===== config.mk =====
export PLATFORM = sky130hd
export DESIGN_NAME = sprite_engine
export DESIGN_NICKNAME = d
export VERILOG_FILES = /design/src/rtl/sprite_engine.sv
export SDC_FILE = /design/constraint.sdc
export NUM_CORES = 1
export LEC_CHECK = 0
export CAP_MARGIN = 20
export CORE_UTILIZATION = 45
export DETAILED_ROUTE_END_ITERATION = 12
export PLACE_DENSITY_LB_ADDON = 0.3
export SETUP_SLACK_MARGIN = 0.2
export SYNTH_ARGS = -nofsm -noshare
export SYNTH_HDL_FRONTEND = slang
export SYNTH_SLANG_ARGS = --single-unit

===== constraint.sdc =====
create_clock -name clk -period 4.2 [get_ports clk]
set_input_delay 0.63 -clock clk [delete_from_list [all_inputs] [get_ports clk]]
set_output_delay 0.63 -clock clk [all_outputs]
set_load 0.03 [all_outputs]

===== src/rtl/sprite_engine.sv =====
// Register-mapped sprite generator: per-object shifters feed a priority colour mux and sticky pairwise collision latches.
// Two-stage pipeline (strobe/shift, then priority/collision) with no backpressure; register accesses complete in one cycle.
module sprite_engine #(
    parameter int NUM_OBJECTS = 4,
    parameter int POS_WIDTH   = 10,
    parameter int COLOR_WIDTH = 7
) (
    input  logic                   clk,
    input  logic                   reset_n,
    input  logic [POS_WIDTH-1:0]   hpos,
    input  logic [POS_WIDTH-1:0]   vpos,
    input  logic                   in_image,
    input  logic                   reg_write_enable,
    input  logic                   reg_read_strobe,
    input  logic [7:0]             reg_address,
    input  logic [7:0]             reg_data_in,
    output logic [7:0]             reg_data_out,
    output logic                   pixel_valid,
    output logic [COLOR_WIDTH-1:0] pixel_color,
    output logic                   collision_irq
);

    localparam int PW1 = POS_WIDTH + 1;

    typedef struct packed {
        logic [POS_WIDTH-1:0]   posx;
        logic [POS_WIDTH-1:0]   posy;
        logic [7:0]             height;
        logic [7:0]             gfx;
        logic                   enable;
        logic                   reflect;
        logic [1:0]             width;
        logic [COLOR_WIDTH-1:0] color;
    } obj_t;

    typedef struct packed {
        logic [7:0] bits;
        logic [3:0] left;
        logic [2:0] hold;
        logic [1:0] width;
    } shift_t;

    obj_t                   obj_q [NUM_OBJECTS];
    obj_t                   obj_d [NUM_OBJECTS];
    shift_t                 shf_q [NUM_OBJECTS];
    shift_t                 shf_d [NUM_OBJECTS];
    logic [31:0]            coll_q, coll_d;
    logic                   irq_en_q, irq_en_d;
    logic [7:0]             rdata_q, rdata_d;
    logic                   pix_vld_q, pix_vld_d;
    logic [COLOR_WIDTH-1:0] pix_col_q, pix_col_d;
    logic                   clr_latch;
    logic [NUM_OBJECTS-1:0] strobe;
    logic [NUM_OBJECTS-1:0] cur_bit;
    logic [31:0]            hit;

    // Position registers are split into byte lanes; upper lane keeps only the bits that exist.
    function automatic logic [POS_WIDTH-1:0] put_byte(input logic [POS_WIDTH-1:0] old,
                                                      input logic hi, input logic [7:0] d);
        logic [15:0] t;
        t = 16'(old);
        if (hi) t[15:8] = d;
        else    t[7:0]  = d;
        return t[POS_WIDTH-1:0];
    endfunction

    function automatic logic [7:0] get_byte(input logic [POS_WIDTH-1:0] v, input logic hi);
        logic [15:0] t;
        t = 16'(v);
        return hi ? t[15:8] : t[7:0];
    endfunction

    function automatic logic [7:0] bitrev(input logic [7:0] d);
        logic [7:0] r;
        for (int i = 0; i < 8; i++) r[i] = d[7-i];
        return r;
    endfunction

    function automatic logic [2:0] hold_max(input logic [1:0] w);
        return 3'((4'd1 << w) - 4'd1);
    endfunction

    always_comb begin
        irq_en_d  = irq_en_q;
        clr_latch = 1'b0;
        for (int n = 0; n < NUM_OBJECTS; n++) begin
            obj_d[n] = obj_q[n];
            if (reg_write_enable && reg_address[7:6] == 2'b00 && reg_address[5:3] == 3'(n)) begin
                case (reg_address[2:0])
                    3'd0: obj_d[n].posx   = put_byte(obj_q[n].posx, 1'b0, reg_data_in);
                    3'd1: obj_d[n].posx   = put_byte(obj_q[n].posx, 1'b1, reg_data_in);
                    3'd2: obj_d[n].posy   = put_byte(obj_q[n].posy, 1'b0, reg_data_in);
                    3'd3: obj_d[n].posy   = put_byte(obj_q[n].posy, 1'b1, reg_data_in);
                    3'd4: obj_d[n].height = reg_data_in;
                    3'd5: obj_d[n].gfx    = reg_data_in;
                    3'd6: begin
                        obj_d[n].enable  = reg_data_in[7];
                        obj_d[n].reflect = reg_data_in[3];
                        obj_d[n].width   = reg_data_in[1:0];
                    end
                    default: obj_d[n].color = COLOR_WIDTH'(reg_data_in[7:1]);
                endcase
            end
        end
        if (reg_write_enable && reg_address == 8'h44) clr_latch = 1'b1;
        if (reg_write_enable && reg_address == 8'h45) irq_en_d = reg_data_in[0];
    end

    always_comb begin
        rdata_d = rdata_q;
        if (reg_read_strobe) begin
            rdata_d = 8'h00;
            for (int n = 0; n < NUM_OBJECTS; n++) begin
                if (reg_address[7:6] == 2'b00 && reg_address[5:3] == 3'(n)) begin
                    case (reg_address[2:0])
                        3'd0:    rdata_d = get_byte(obj_q[n].posx, 1'b0);
                        3'd1:    rdata_d = get_byte(obj_q[n].posx, 1'b1);
                        3'd2:    rdata_d = get_byte(obj_q[n].posy, 1'b0);
                        3'd3:    rdata_d = get_byte(obj_q[n].posy, 1'b1);
                        3'd4:    rdata_d = obj_q[n].height;
                        3'd5:    rdata_d = obj_q[n].gfx;
                        3'd6:    rdata_d = {obj_q[n].enable, 3'b000, obj_q[n].reflect, 1'b0, obj_q[n].width};
                        default: rdata_d = 8'({obj_q[n].color, 1'b0});
                    endcase
                end
            end
            case (reg_address)
                8'h40:   rdata_d = coll_q[7:0];
                8'h41:   rdata_d = coll_q[15:8];
                8'h42:   rdata_d = coll_q[23:16];
                8'h43:   rdata_d = coll_q[31:24];
                8'h45:   rdata_d = {7'd0, irq_en_q};
                default: ;
            endcase
        end
    end

    // Stage 1: a strobe always restarts from bit 7, even mid-shift; leaving the visible area kills every shifter.
    always_comb begin
        strobe  = '0;
        cur_bit = '0;
        for (int n = 0; n < NUM_OBJECTS; n++) begin
            shf_d[n]   = shf_q[n];
            cur_bit[n] = (shf_q[n].left != 4'd0) && shf_q[n].bits[7];
            strobe[n]  = obj_q[n].enable && in_image && (hpos == obj_q[n].posx) &&
                         ({1'b0, vpos} >= {1'b0, obj_q[n].posy}) &&
                         ({1'b0, vpos} < ({1'b0, obj_q[n].posy} + PW1'(obj_q[n].height)));
            if (!in_image) begin
                shf_d[n].left = 4'd0;
            end else if (strobe[n]) begin
                shf_d[n].bits  = obj_q[n].reflect ? bitrev(obj_q[n].gfx) : obj_q[n].gfx;
                shf_d[n].left  = 4'd8;
                shf_d[n].hold  = 3'd0;
                shf_d[n].width = obj_q[n].width;
            end else if (shf_q[n].left != 4'd0) begin
                if (shf_q[n].hold == hold_max(shf_q[n].width)) begin
                    shf_d[n].bits = {shf_q[n].bits[6:0], 1'b0};
                    shf_d[n].left = shf_q[n].left - 4'd1;
                    shf_d[n].hold = 3'd0;
                end else begin
                    shf_d[n].hold = shf_q[n].hold + 3'd1;
                end
            end
        end
    end

    // Stage 2: lowest index wins; a clear in the same cycle as a hit leaves the hit set.
    always_comb begin
        pix_vld_d = |cur_bit;
        pix_col_d = '0;
        hit       = '0;
        for (int n = NUM_OBJECTS - 1; n >= 0; n--) begin
            if (cur_bit[n]) pix_col_d = obj_q[n].color;
        end
        for (int j = 1; j < NUM_OBJECTS; j++) begin
            for (int i = 0; i < j; i++) begin
                if (cur_bit[i] && cur_bit[j]) hit[5'(j * (j - 1) / 2 + i)] = 1'b1;
            end
        end
        coll_d = (clr_latch ? 32'd0 : coll_q) | hit;
    end

    always_ff @(posedge clk or negedge reset_n) begin
        if (!reset_n) begin
            for (int n = 0; n < NUM_OBJECTS; n++) begin
                obj_q[n] <= '0;
                shf_q[n] <= '0;
            end
            coll_q    <= '0;
            irq_en_q  <= 1'b0;
            rdata_q   <= '0;
            pix_vld_q <= 1'b0;
            pix_col_q <= '0;
        end else begin
            for (int n = 0; n < NUM_OBJECTS; n++) begin
                obj_q[n] <= obj_d[n];
                shf_q[n] <= shf_d[n];
            end
            coll_q    <= coll_d;
            irq_en_q  <= irq_en_d;
            rdata_q   <= rdata_d;
            pix_vld_q <= pix_vld_d;
            pix_col_q <= pix_col_d;
        end
    end

    assign reg_data_out  = rdata_q;
    assign pixel_valid   = pix_vld_q;
    assign pixel_color   = pix_col_q;
    assign collision_irq = (coll_q != 32'd0) && irq_en_q;

endmodule


==> results.sh, run 1 <==
export IMPL_cts_buffers_inserted=30
export IMPL_fmax_ghz=0.2686
export IMPL_relSlewSlack_pct=27.01
export IMPL_post_route_period_util_pct=88.65
export IMPL_drv_cap=0
export IMPL_syn_nets=1857
export IMPL_synth_seq_cells=279
export IMPL_die_width_um=197.6
export IMPL_run_status="complete, no violations"
export IMPL_worstPathMaxFanout=7
export IMPL_syn_inst=1692
export IMPL_cts_tree="yes"
export IMPL_gr_total_overflow=0
export IMPL_worst_pin_slew_ps=1091
export IMPL_postCtsHoldBufs=0
export IMPL_startpoint_type="flop"
export IMPL_clkTransAtPathRegs_ps=60
export IMPL_drt_pass1_iterations=7
export IMPL_peakVddDrop_v=0.0003208
export IMPL_drive_gt1_share_pct=15.08
export IMPL_path_cells="ha_1, fa_1, a21oi_1, o21ai_2, o21a_1, nor2_1, xor2_1, ha_1, a21oi_1, o21ai_0, a21oi_1, o21ai_0, a2111oi_4, buf_4, mux2i_1"
export IMPL_stdcell_area_um2=19410
export IMPL_cts_sinks=279
export IMPL_dieHeight_um=197.6
export IMPL_ctsLongestPathBuffers=3
export IMPL_slowest_delay_ps=580
export IMPL_grt_max_degree=82
export IMPL_io_pins=58
export IMPL_synth_area_per_cell_um2=10.17
export IMPL_first_global_vias=13530
export IMPL_cp_end_kind="flop"
export IMPL_critPathSlowestCell="a2111oi_4"
export IMPL_async_reset_ff_share_pct=100.0
export IMPL_finalSetupTns_ps=0
export IMPL_n_fill_cell=3473
export IMPL_synth_seq_area_share_pct=40.56
export IMPL_cp_arrival_ps=4210
export IMPL_top_layer="met4"
export IMPL_synth_edf_count=0
export IMPL_drt_antenna_violating_nets=0
export IMPL_diodes=0
export IMPL_drt_iter0_drc=1350
export IMPL_slew_viol_final=0
export IMPL_syn_area_um2=17220
export IMPL_wl_met3_um=5127
export IMPL_via_per_inst=6.063
export IMPL_cp_required_ps=4690
export IMPL_synth_cell_type_count=65
export IMPL_rows=71
export IMPL_p_leak_nw=8.671
export IMPL_dpl_cell_area_um2=18470
export IMPL_utilization_pct=51.52
export IMPL_worst_path_buf_inv=1
export IMPL_htree_levels=1
export IMPL_hold_viol_final=0
export IMPL_gp_congestion=0.9395
export IMPL_syn_to_final_growth_pct=12.73
export IMPL_grt_usage_pct=28.02
export IMPL_grt_pass1_wl_um=81700
export IMPL_wire_per_inst_um=23.67
export IMPL_drc=0
export IMPL_period_needed_ps=3723
export IMPL_core_area_um2=37670
export IMPL_hp_class="input pin to async pin"
export IMPL_layout_nets=1923
export IMPL_yosysWarnings=0
export IMPL_die_area_um2=39040
export IMPL_wirelength_um=54150
export IMPL_cpLargestDelayFamily="compound AO/OA/AOI/OAI gates"
export IMPL_finalSetupViolCount=0
export IMPL_place_hpwl_um=39800
export IMPL_initial_utilization_pct=45.70
export IMPL_met1Wirelength_um=22580
export IMPL_worstSetupPathType="flop to flop"
export IMPL_cpMostUsedCell="a21oi_1"
export IMPL_vias=13870
export IMPL_synthFlopType="dfrtp_1"
export IMPL_wl_met2_um=23970
export IMPL_skew_ps=15.73
export IMPL_power_density_nw_per_um2=355.1
export IMPL_port_buffers=57
export IMPL_cts_root_buf="clkbuf_16"
export IMPL_clkLatencyLatePin_ps=570
export IMPL_rsz0062_at_grt="false"
export IMPL_antenna_found_initial=0
## path summary, 6_finish.rpt
kind	end	from	slack (ps)	depth (start not counted)
setup / recovery	shf_q[43]$_DFFE_PN0P_	obj_q[121]$_DFFE_PN0P_	480	15
hold / removal	shf_q[19]$_DFFE_PN0P_	reset_n	60	1
setup reg to reg	shf_q[43]$_DFFE_PN0P_	obj_q[121]$_DFFE_PN0P_	480	15
hold reg to reg	reg_data_out[5]$_DFFE_PN0P_	reg_data_out[5]$_DFFE_PN0P_	480	1
max in group asynchronous	shf_q[7]$_DFFE_PN0P_	reset_n	3070	2
min in group clk	reg_data_out[5]$_DFFE_PN0P_	reg_data_out[5]$_DFFE_PN0P_	480	1
## flip-flops by register name, indices dropped and copies added (netlist names)
register	count
coll_q	6
irq_en_q	1
obj_q	188
pixel_color	7
pixel_valid	1
reg_data_out	8
shf_q	68
## Yosys cell counts (7+ instances only)
master | instances | area share [%]
a22oi_1 | 15 | 0.65
nor4_1 | 11 | 0.40
o21ai_0 | 117 | 3.4
nor3_1 | 43 | 1.3
nor2_1 | 93 | 2.0
nand3_1 | 25 | 0.73
ha_1 | 120 | 8.7
buf_1 | 16 | 0.35
a21o_1 | 12 | 0.52
a222oi_1 | 10 | 0.58
clkbuf_1 | 40 | 0.87
and2_1 | 9 | 0.33
nand2b_1 | 15 | 0.55
nand4_1 | 9 | 0.33
mux2_2 | 145 | 9.5
o22ai_1 | 10 | 0.36
a221oi_1 | 10 | 0.51
o31ai_1 | 7 | 0.31
or4_1 | 9 | 0.39
mux2i_1 | 130 | 7.6
o21a_1 | 26 | 1.1
a21oi_1 | 76 | 2.2
nand2_1 | 196 | 4.3
nor2b_1 | 10 | 0.36
a31oi_1 | 12 | 0.44
xor2_1 | 32 | 1.6
dfrtp_1 | 279 | 41
xnor2_1 | 44 | 2.2
buf_2 | 8 | 0.23
o2bb2ai_1 | 9 | 0.46
inv_1 | 61 | 1.3
## power breakdown
| part | internal [mW] | total [mW] | switching (mW) | leakage [nW] |
|---|---|---|---|---|
| sequential | 2.85 | 3.03 | 0.184 | 3.81 |
| combinational | 0.557 | 1.35 | 0.793 | 4.40 |
| clock | 1.42 | 2.51 | 1.09 | 0.460 |
| total | 4.83 | 6.89 | 2.07 | 8.67 |
## through the flow
stage	total power, mW	hold WS (ps)	std cells	setup slack (ps)
2_1_floorplan	3.929	334.4	1692	734.3
3_3_place_gp	4.357	464.2	2235	421.1
3_5_place_dp	4.406	467.9	2235	371.0
4_1_cts	6.916	82.64	2286	356.6
5_1_grt	7.194	94.45	2288	255.0
6_report	6.891	58.32	2288	476.8
## cell usage in the layout (no fill, tap or decap), types with 7 or more instances in the layout
master / count
nor3_1: 43
nand3_1: 25
a22oi_1: 15
o21ai_0: 117
mux2_2: 145
nor4_1: 11
mux2i_1: 130
o22ai_1: 10
and2_1: 9
clkinv_2: 7
a31oi_1: 12
xor2_1: 32
nor2b_1: 10
a21oi_1: 76
or4_1: 9
nand2_1: 196
clkbuf_16: 30
o2bb2ai_1: 9
clkdlybuf4s50_1: 52
a21o_1: 12
nand2b_1: 15
o21a_1: 26
o31ai_1: 7
inv_1: 61
a221oi_1: 10
dfrtp_1: 279
xnor2_1: 44
a222oi_1: 10
ha_1: 120
buf_4: 42
nand4_1: 9
nor2_1: 93
clkbuf_8: 7
## per-layer routing
| layer | global-route usage (%) | vias up |
|---|---|---|
| met2 | 42.81 | 633 |
| met5 | 0 | - |
| met3 | 6.232 | 120 |
| met4 | 11.77 | 0 |
| met1 | 38.24 | 6857 |
| li1 | - | 6263 |
## repair_timing
item | CTS | global route
setup endpoints to repair | 0 | 21
hold endpoints to repair | 0 | 0
setup buffers | 0 | 2
resized for setup | 0 | 1
## cell type report
cell class / instances / area, µm² / area share, %
Clock inverter: 9 / 58.81 / 0.3030
Clock buffer: 42 / 865.8 / 4.461
Multi-Input combinational cell: 1285 / 9722 / 50.09
Tap cell: 511 / 639.4 / 3.294
Sequential cell: 279 / 6982 / 35.97
Inverter: 61 / 229.0 / 1.180
Timing Repair Buffer: 101 / 910.9 / 4.693
## cell families (layout without fill, tap and decap cells)
logic type | after synthesis | count (layout) | share of synthesized area, %
AND/OR/NAND/NOR | 448 | 448 | 11.96
buffers and inverters | 128 | 213 | 2.980
XOR/XNOR | 76 | 76 | 3.867
multiplexers | 286 | 286 | 18.22
adder cells (fa/ha/maj) | 124 | 124 | 9.187
AO/OA/AOI/OAI | 351 | 351 | 13.23
flip-flops | 279 | 279 | 40.56
(Power assumes the default switching activity.)
==> run 2: changes to the inputs <==
--- a/config.mk
+++ b/config.mk
@@ -8,6 +8,7 @@
 export CAP_MARGIN = 20
 export CORE_UTILIZATION = 45
 export DETAILED_ROUTE_END_ITERATION = 12
+export GPL_TIMING_DRIVEN = 0
 export PLACE_DENSITY_LB_ADDON = 0.3
 export SETUP_SLACK_MARGIN = 0.2
 export SYNTH_ARGS = -nofsm -noshare
==> results.sh, run 2 (synthesis gave the netlist of run 1 again) <==
export IMPL_top_register="obj_q"
export IMPL_clkLatencyLatePin_ps=580
export IMPL_rows=71
export IMPL_place_ws_ps=-51.29
export IMPL_syn_to_final_growth_pct=13.98
export IMPL_worst_r2r_path_depth=15
export IMPL_drt_antenna_violating_nets=0
export IMPL_post_route_period_util_pct=89.89
export IMPL_path_cells="ha_1, fa_1, a211oi_2, nor2_1, o21a_1, nor2_1, xor2_1, ha_1, a21oi_1, and3_1, o21ai_0, a41oi_1, o22a_2, buf_6, mux2_2"
export IMPL_grt_max_degree=125
export IMPL_cp_required_ps=4660
export IMPL_run_status="complete, no violations"
export IMPL_finalSetupViolCount=0
export IMPL_vias=14120
export IMPL_peakVddDrop_v=0.0003015
export IMPL_wire_per_inst_um=24.55
export IMPL_drt_pass1_iterations=6
export IMPL_drc=0
export IMPL_gp_congestion=1.023
export IMPL_die_width_um=197.6
export IMPL_finalSetupTns_ps=0
export IMPL_core_area_um2=37670
export IMPL_dieHeight_um=197.6
export IMPL_worstSetupPathType="flop to flop"
export IMPL_slowest_delay_ps=450
export IMPL_critPathSlowestCell="dfrtp_2"
export IMPL_grt_usage_pct=29.41
export IMPL_hp_class="flop to flop"
export IMPL_drv_cap=0
export IMPL_cpLargestDelayFamily="compound AO/OA/AOI/OAI gates"
export IMPL_cp_arrival_ps=4240
export IMPL_place_hpwl_um=43240
export IMPL_diodes=0
export IMPL_hold_start="reg_data_out[5]$_DFFE_PN0P_"
export IMPL_final_common_cell="dfrtp_1"
export IMPL_setup_ws_ps=424.7
export IMPL_cp_startpoint="obj_q[19]$_DFFE_PN0P_"
export IMPL_grt_pass1_wl_um=84890
export IMPL_ctsLongestPathBuffers=3
export IMPL_worstPathMaxFanout=8
export IMPL_relSlewSlack_pct=23.43
export IMPL_final_cell_mix="dfrtp_1, nand2_1, mux2_2, mux2i_1, ha_1"
export IMPL_r2r_start="obj_q[19]$_DFFE_PN0P_"
export IMPL_power_density_nw_per_um2=367.4
export IMPL_cts_sinks=279
export IMPL_worst_pin_slew_ps=1139
export IMPL_io_pins=58
export IMPL_stdcell_area_um2=19620
export IMPL_final_cells=2321
export IMPL_largest_reg_flops=188
export IMPL_p_leak_nw=8.675
export IMPL_die_area_um2=39040
export IMPL_startpoint_type="flop"
export IMPL_wirelength_um=56980
export IMPL_port_buffers=54
export IMPL_cp_num_cells=15
export IMPL_layout_nets=1953
export IMPL_n_fill_cell=3435
export IMPL_cts_buffers_inserted=30
export IMPL_htree_levels=1
export IMPL_skew_ps=16.11
export IMPL_worstHoldPathCells=1
export IMPL_clkTransAtPathRegs_ps=60
export IMPL_drt_iter0_drc=1452
export IMPL_dpl_cell_area_um2=18470
export IMPL_placed_cells=2261
export IMPL_cts_tree="yes"
export IMPL_period_needed_ps=3775
export IMPL_antenna_found_initial=1
export IMPL_hold_viol_final=0
export IMPL_rsz0062_at_grt="false"
export IMPL_cp_end_kind="flop"
export IMPL_fmax_ghz=0.2649
export IMPL_drive_gt1_share_pct=13.59
export IMPL_via_per_inst=6.082
export IMPL_worst_path_buf_inv=1
export IMPL_initial_utilization_pct=45.70
export IMPL_first_global_vias=13580
export IMPL_slew_viol_final=0
export IMPL_gr_total_overflow=0
export IMPL_cts_root_buf="clkbuf_16"
## run 2: power by group
part,switching (mW),leakage (nW),internal (mW),total (mW)
registers,0.189,3.81,2.85,3.04
logic,0.812,4.36,0.561,1.37
clock network,1.13,0.512,1.67,2.80
total,2.13,8.68,5.07,7.21
## run 2: final timing paths
kind,to,slack [ps]
max,shf_q[1]$_DFFE_PN0P_,420
min,reg_data_out[5]$_DFFE_PN0P_,480
max reg2reg,shf_q[1]$_DFFE_PN0P_,420
min reg2reg,reg_data_out[5]$_DFFE_PN0P_,480
max in group asynchronous,obj_q[164]$_DFFE_PN0P_,2730
min in group asynchronous,shf_q[21]$_DFFE_PN0P_,530
## run 2: worst register-to-register path: cells and delay by family, from the launching register on
kind,cells,cell delay [ps]
adders and majority gates,3,970
buffers and inverters,1,180
AOI/OAI and AO/OA,6,1180
and+or+nand+nor,3,360
muxes,1,340
xor gates and xnor gates,1,200
DFF,1,450
## run 2: area by class of cell
| class | count | area, µm² | share of cell area [%] |
|---|---|---|---|
| multi-input cells | 1285 | 9731 | 49.59 |
| plain buffers | 67 | 296.5 | 1.511 |
| flip-flops and latches | 279 | 6984 | 35.59 |
| well taps | 511 | 639.4 | 3.258 |
| repair buffers | 64 | 695.7 | 3.545 |
| clock inverters | 12 | 191.4 | 0.9756 |
| clock buffers | 42 | 855.8 | 4.361 |
| inverters | 61 | 229.0 | 1.167 |
## run 2: routing by layer
layer  wire (µm)  track usage [%]  up-vias
met5          13                0        -
met2       25430            45.92      680
met4        2156            10.22        2
li1            -                -     6325
met1       24530            41.28     6975
met3        4858            4.661      135
## run 2: timing repair
| item | in CTS | in global routing |
|---|---|---|
| hold buffers | 1 | 0 |
| endpoints found under the setup margin | 44 | 24 |
| pin swaps | 3 | 4 |
| resized for setup | 3 | 6 |
| buffers inserted | 5 | 0 |
| endpoints found under the hold margin | 35 | 0 |
## run 2: metrics by stage
| stage | utilization [%] | hold slack [ps] | power, mW |
|---|---|---|---|
| 2_1_floorplan | - | 334.4 | 3.929 |
| 3_3_place_gp | 48.84 | 466.7 | 4.366 |
| 3_5_place_dp | 49.02 | 471.8 | 4.434 |
| 4_1_cts | 52.05 | 484.8 | 7.224 |
| 5_1_grt | 52.10 | 491.2 | 7.515 |
| 6_report | 52.10 | 479.4 | 7.208 |
